===== src/rtl/nibble_serial_adder.sv =====
// WIDTH-bit adder/subtractor that feeds one nibble per cycle through a 4-bit
// ripple-carry slice, keeping the inter-nibble carry in a flop.
module nibble_serial_adder #(
    parameter int WIDTH = 16
) (
    input  logic             clock,
    input  logic             reset,
    input  logic             in_valid,
    output logic             in_ready,
    input  logic [WIDTH-1:0] a,
    input  logic [WIDTH-1:0] b,
    input  logic             cin,
    input  logic             sub,
    output logic             out_valid,
    input  logic             out_ready,
    output logic [WIDTH-1:0] sum,
    output logic             cout,
    output logic             busy
);
    localparam int NSLICE = WIDTH / 4;
    localparam int CW     = (NSLICE > 1) ? $clog2(NSLICE) : 1;

    if ((WIDTH % 4) != 0 || WIDTH < 8) begin : g_bad_width
        $error("nibble_serial_adder: WIDTH must be a multiple of 4 and at least 8");
    end

    typedef enum logic [1:0] {
        IDLE = 2'd0,
        RUN  = 2'd1,
        DONE = 2'd2
    } state_t;

    state_t           state_q, state_d;
    logic [WIDTH-1:0] a_sh_q, a_sh_d;
    logic [WIDTH-1:0] b_sh_q, b_sh_d;
    logic [WIDTH-1:0] res_q, res_d;
    logic [WIDTH-1:0] sum_q, sum_d;
    logic             carry_q, carry_d;
    logic             cout_q, cout_d;
    logic [CW-1:0]    count_q, count_d;

    // 4-bit ripple-carry slice on the low nibble of the shift registers
    logic [4:0] slice_c;
    logic [3:0] slice_s;

    assign slice_c[0] = carry_q;

    for (genvar gi = 0; gi < 4; gi++) begin : g_slice
        assign slice_s[gi]   = a_sh_q[gi] ^ b_sh_q[gi] ^ slice_c[gi];
        assign slice_c[gi+1] = (a_sh_q[gi] & b_sh_q[gi]) |
                               (slice_c[gi] & (a_sh_q[gi] ^ b_sh_q[gi]));
    end

    always_comb begin
        state_d = state_q;
        a_sh_d  = a_sh_q;
        b_sh_d  = b_sh_q;
        res_d   = res_q;
        sum_d   = sum_q;
        carry_d = carry_q;
        cout_d  = cout_q;
        count_d = count_q;

        unique case (state_q)
            IDLE: begin
                if (in_valid) begin
                    a_sh_d  = a;
                    b_sh_d  = sub ? ~b : b;
                    carry_d = sub ? 1'b1 : cin;
                    count_d = '0;
                    state_d = RUN;
                end
            end
            RUN: begin
                res_d   = {slice_s, res_q[WIDTH-1:4]};
                carry_d = slice_c[4];
                a_sh_d  = {4'b0000, a_sh_q[WIDTH-1:4]};
                b_sh_d  = {4'b0000, b_sh_q[WIDTH-1:4]};
                count_d = count_q + 1'b1;
                if (count_q == CW'(NSLICE - 1)) begin
                    sum_d   = {slice_s, res_q[WIDTH-1:4]};
                    cout_d  = slice_c[4];
                    state_d = DONE;
                end
            end
            DONE: begin
                if (out_ready) begin
                    state_d = IDLE;
                end
            end
            default: state_d = IDLE;
        endcase
    end

    always_ff @(posedge clock) begin
        if (reset) begin
            state_q <= IDLE;
            a_sh_q  <= '0;
            b_sh_q  <= '0;
            res_q   <= '0;
            sum_q   <= '0;
            carry_q <= 1'b0;
            cout_q  <= 1'b0;
            count_q <= '0;
        end else begin
            state_q <= state_d;
            a_sh_q  <= a_sh_d;
            b_sh_q  <= b_sh_d;
            res_q   <= res_d;
            sum_q   <= sum_d;
            carry_q <= carry_d;
            cout_q  <= cout_d;
            count_q <= count_d;
        end
    end

    // in_ready gated by reset so nothing is accepted while reset is held
    assign in_ready  = (state_q == IDLE) && !reset;
    assign out_valid = (state_q == DONE);
    assign busy      = (state_q != IDLE);
    assign sum       = sum_q;
    assign cout      = cout_q;

endmodule

===== config.mk =====
export PLATFORM = sky130hd
export DESIGN_NAME = nibble_serial_adder
export DESIGN_NICKNAME = d
export VERILOG_FILES = /design/src/rtl/nibble_serial_adder.sv
export SDC_FILE = /design/constraint.sdc
export NUM_CORES = 1
export LEC_CHECK = 0
export CAP_MARGIN = 25
export CORE_ASPECT_RATIO = 1.75
export CORE_MARGIN = 4
export CORE_UTILIZATION = 40
export CTS_CLUSTER_SIZE = 16
export DETAILED_ROUTE_END_ITERATION = 8
export GPL_ROUTABILITY_DRIVEN = 0
export PLACE_DENSITY = 0.64
export SYNTH_ARGS = -nofsm -noshare
export SYNTH_HDL_FRONTEND = slang
export SYNTH_SLANG_ARGS = --single-unit

===== constraint.sdc =====
create_clock -name clock -period 2.4 [get_ports clock]
set_input_delay 0.36 -clock clock [delete_from_list [all_inputs] [get_ports clock]]
set_output_delay 0.36 -clock clock [all_outputs]
set_load 0.01 [all_outputs]

# == After elaboration in Yosys (flattened, before gate mapping) ==
# Index checks and enable logic that the tools add are counted.
# classes
addsub,1
n_mul,0
n_div,0
n_lt_le_gt_ge,0
eq_ne,6
n_shift,0
muxes,14
n_bitwise,21
n_reduce_logical,8
# op_table
op,count
$pmux 16 s2,2
$mux 16,3
$not 16->16,1
$and 1x1->1,8
$mux 2,4
$xor 1x1->1,8
$pmux 2 s3,1
$eq 2x2->1 const B,2
$ne 2x2->1 const B,2
$or 1x1->1,4
$pmux 2 s2,1
$reduce_and 2->1,2
$reduce_bool 2->1,2
$reduce_and 3->1,1
$add 2x1->2 const B,1
$eq 2x1->1 const B,1
$logic_not 2->1,1
$mux 1,2
$ne 2x1->1 const B,1
$pmux 1 s2,1
$logic_and 1x1->1,1
$logic_not 1->1,1
# word_totals
ff_bits,70
latch_bits,0
ram_bits,0
rom_bits,0
in_bits,38
output_inout_bits,20
word_cells,58
memories,0

# == Longest topological paths before layout ==
# logic_depth
depth_word,10
ltp_mapped,10
mapped_depth_nobuf,10

# == Worst setup path before layout ==
# OpenSTA, ideal clock, no wires.
# synth_timing
path_type,reg-to-reg
from,reg a_sh_q[0]
to,reg res_q[15]
setup_time_ps,86
t_arrival_ps,1967
required_time_ps,2314
path_slack_ps,347
stages_incl_launch_ff,9
path_buffers,0
period_less_slack_ps,2053
cell_sequence,dfxtp_1 fa_1 inv_1 fa_1 inv_1 fa_1 inv_1 fa_1 a211oi_1
# synth_via
elab_chain_cells,8
word_cells_on_any_way,9
classes_between,bitwise: 9
# synth_lines
item,line,rtl
start: declaration,34,"logic [WIDTH-1:0] a_sh_q, a_sh_d;"
start signal: assignment,107,a_sh_q <= a_sh_d;
$xor 1x1->1,51,(slice_c[gi] & (a_sh_q[gi] ^ b_sh_q[gi]));
$and 1x1->1,51,
$or 1x1->1 (*),50,assign slice_c[gi+1] = (a_sh_q[gi] & b_sh_q[gi]) |
$and 1x1->1 (*),51,
$or 1x1->1 (*),50,
$and 1x1->1 (*),51,
$or 1x1->1 (*),50,
$xor 1x1->1 (*),49,assign slice_s[gi] = a_sh_q[gi] ^ b_sh_q[gi] ^ slice_c[gi];
end signal: assignment,109,res_q <= res_d;
end: declaration,36,"logic [WIDTH-1:0] res_q, res_d;"
# Every way passes the cells marked *; elsewhere a longest branch is shown, timed or not.
# A chain may end at the register's enable or synchronous reset.

# == Final worst setup path ==
# layout_timing
from,reg a_sh_q[0]
to,"reg sum_q[15], in the netlist sum[15]"
# layout_via
elab_chain_cells,8
word_cells_on_any_way,9
classes_between,bitwise: 9
# layout_lines
item,line,rtl
$xor 1x1->1,51,
$and 1x1->1,51,
$or 1x1->1 (*),50,
$and 1x1->1 (*),51,
$or 1x1->1 (*),50,
$and 1x1->1 (*),51,
$or 1x1->1 (*),50,
$xor 1x1->1 (*),49,
end signal: assignment,110,sum_q <= sum_d;
end: declaration,37,"logic [WIDTH-1:0] sum_q, sum_d;"
# Marks and branches as above.

==> impl_metrics.json <==
{
  "ir_drop_mv": 0.532,
  "worstSetupPathType": "register to register",
  "rows": 40,
  "ctsResizeCount": 0,
  "rsz0062_at_grt": "false",
  "grt_pass1_vias": 2296,
  "maxCapViolations": 0,
  "root_buffer": "clkbuf_16",
  "grt_max_degree": 67,
  "grt_usage_pct": 15.0,
  "skew_ns": 0.00733,
  "ys_warn_count": 0,
  "numCtsBuffers": 9,
  "tightest_slew_ns": 0.689,
  "io_pins": 58,
  "avgSynthCellArea_um2": 8.87,
  "design_area_um2": 3760,
  "hold_path.class": "register to register",
  "core_um2": 6960,
  "cts_hold_buf": 0,
  "relSlewSlack_pct": 54.1,
  "fin_crit_ns": 2.14,
  "layout-drive-gt1-share_pct": 8.42,
  "synth-seq-area-share_pct": 45.8,
  "drt_iter0_drc": 163,
  "dieArea_um2": 8680,
  "endpoint_kind": "register",
  "start_kind": "register",
  "pwr-share-clk_pct": 45.0,
  "cts.sinks": 66,
  "netlist_area_um2": 2880,
  "drt_wl_total_um": 6130,
  "die_h_um": 120,
  "cts-htree-levels": 3,
  "path_buf_inv": 3,
  "clk_latency_ns": 0.32,
  "cts.reportedPaths.clkPinSlew_ns": 0.05,
  "finalCritPeriodShare_pct": 89.3,
  "fin_tns_setup_ns": 0,
  "p_switching_uw": 633,
  "cp_common_cell": "fa_1",
  "required_ns": 2.64,
  "crit_arrival_ns": 2.38,
  "port_buffers": 57,
  "syn2layout_area_growth_pct": 30.6,
  "critPathMaxStageDelay_ns": 0.42,
  "mostFrequentLayoutCell": "dfxtp_1",
  "cts_tree": "yes",
  "max_freq_mhz": 466,
  "layout_common_cells": "dfxtp_1, clkdlybuf4s50_1, nand2_1",
  "p_total_uw": 2790,
  "drc": 0,
  "place_ws_ns": 0.245,
  "antenna_found_initial": 0,
  "path_delay_family": "adder cells",
  "worst_slack_ns": 0.256,
  "swShare_pct": 22.7,
  "hold_violations": 0,
  "placed_cell_area_um2": 3480,
  "postCtsSetupRepairBufs": 0,
  "path_cells": "fa_1 > inv_1 > fa_1 > inv_1 > fa_1 > inv_1 > fa_1 > a211oi_1",
  "via_count": 2362,
  "combPwrFrac_pct": 12.1,
  "setup_viol": 0,
  "syn_nets": 368,
  "wire_per_inst_um": 13.2,
  "vias_per_cell": 5.09,
  "diodes": 0,
  "p_int_uw": 2160,
  "grt_overflow": 0,
  "dp_hpwl_um": 4330,
  "antenna_left": 0,
  "p_leak_uw": 0.00134,
  "grt_pass1_wl_um": 10200,
  "ys_types": 32,
  "status": "finished, final reports clean",
  "crit_path_max_fanout": 2,
  "p_per_area_nw_per_um2": 741,
  "synth-seq-cells": 66,
  "die_w_um": 72.2,
  "syn-instance-count": 325,
  "initial_core_util_pct": 41.4,
  "final_nets": 419,
  "cts_max_path_buffers": 2,
  "pwr-share-seq_pct": 42.9,
  "cp_slowest_cell": "fa_1",
  "maxSlewViolCount": 0,
  "dr.pass1.iters": 4
}
-- layout make-up --
cell class | count | area (um^2)
Tap cell | 84 | 105
Timing Repair Buffer | 66 | 646
Multi-Input combinational cell | 225 | 1380
Clock inverter | 2 | 37.5
Sequential cell | 66 | 1320
Fill cell | 676 | 3190
Inverter | 8 | 30.0
Clock buffer | 13 | 250
-- cells by family after synthesis --
family / count (synthesis) / share of synthesized area [%]
AND/OR/NAND/NOR: 122 / 21.7
adder cells (fa/ha/maj): 5 / 3.21
buffers and inverters: 34 / 6.47
XOR/XNOR: 16 / 4.86
flip-flops: 66 / 45.8
AO/OA/AOI/OAI: 82 / 17.9
-- through the flow --
step,utilization (%),cells,hold slack (ns)
after global placement,50.0,449,0.441
after CTS,54.1,464,0.454
after detailed placement,50.0,449,0.447
after global routing,54.1,464,0.472
after floorplan,-,325,0.432
final,54.1,464,0.450
-- registers in the layout (all words and copies together), names as in the netlist --
name     cells
sum         16
cout         1
res_q       12
count_q      2
b_sh_q      16
a_sh_q      16
state_q      2
carry_q      1
-- layer usage --
| layer | GRT usage, % | wire (um) | vias to the layer above |
|---|---|---|---|
| met2 | 26.9 | 3280 | 51 |
| met4 | 6.35 | 152 | 0 |
| met1 | 16.2 | 2430 | 1088 |
| met5 | 0 | 0 | - |
| li1 | - | - | 1210 |
| met3 | 3.74 | 275 | 13 |
-- power groups by stage --
stage / Sequential [uW] / Clock [uW] / Combinational, uW
2_1_floorplan: 1210 / 0 / 231
3_3_place_gp: 1220 / 0 / 335
3_5_place_dp: 1220 / 0 / 341
4_1_cts: 1200 / 1280 / 343
5_1_grt: 1200 / 1330 / 381
6_report: 1200 / 1250 / 338
-- cell usage after synthesis, drive strengths merged --
master / count / area (um^2)
a211oi: 8 / 60.1
a21oi: 39 / 203
a22oi: 21 / 158
and2b: 1 / 7.51
and3b: 1 / 8.76
buf: 19 / 129
clkbuf: 7 / 27.5
dfxtp: 66 / 1320
fa: 4 / 80.1
ha: 1 / 12.5
inv: 8 / 30.0
nand2: 50 / 188
nand2b: 14 / 87.6
nand3b: 1 / 11.3
nor2: 27 / 101
nor2b: 1 / 6.26
nor3: 12 / 75.1
nor3b: 1 / 18.8
o21ba: 1 / 10.0
o21bai: 1 / 11.3
o22ai: 12 / 75.1
or2: 1 / 6.26
or3b: 12 / 105
or4b: 1 / 10.0
xnor2: 12 / 105
xor2: 4 / 35.0
-- worst paths after layout --
path                   from  endpoint  slack (ns)  depth (start not counted)
hold reg to reg    res_q[5]    sum[1]        0.45                          2
setup / recovery  a_sh_q[0]   sum[15]        0.26                          8
setup reg to reg  a_sh_q[0]   sum[15]        0.26                          8
hold / removal     res_q[5]    sum[1]        0.45                          2
-- worst register-to-register path: stages (launching register included) --
cell,delay [ns]
dfxtp_1,0.32
fa_1,0.41
inv_1,0.07
fa_1,0.16
inv_1,0.05
fa_1,0.35
inv_1,0.07
fa_1,0.42
a211oi_1,0.20
No activity file was read; power rests on OpenSTA's default activity.
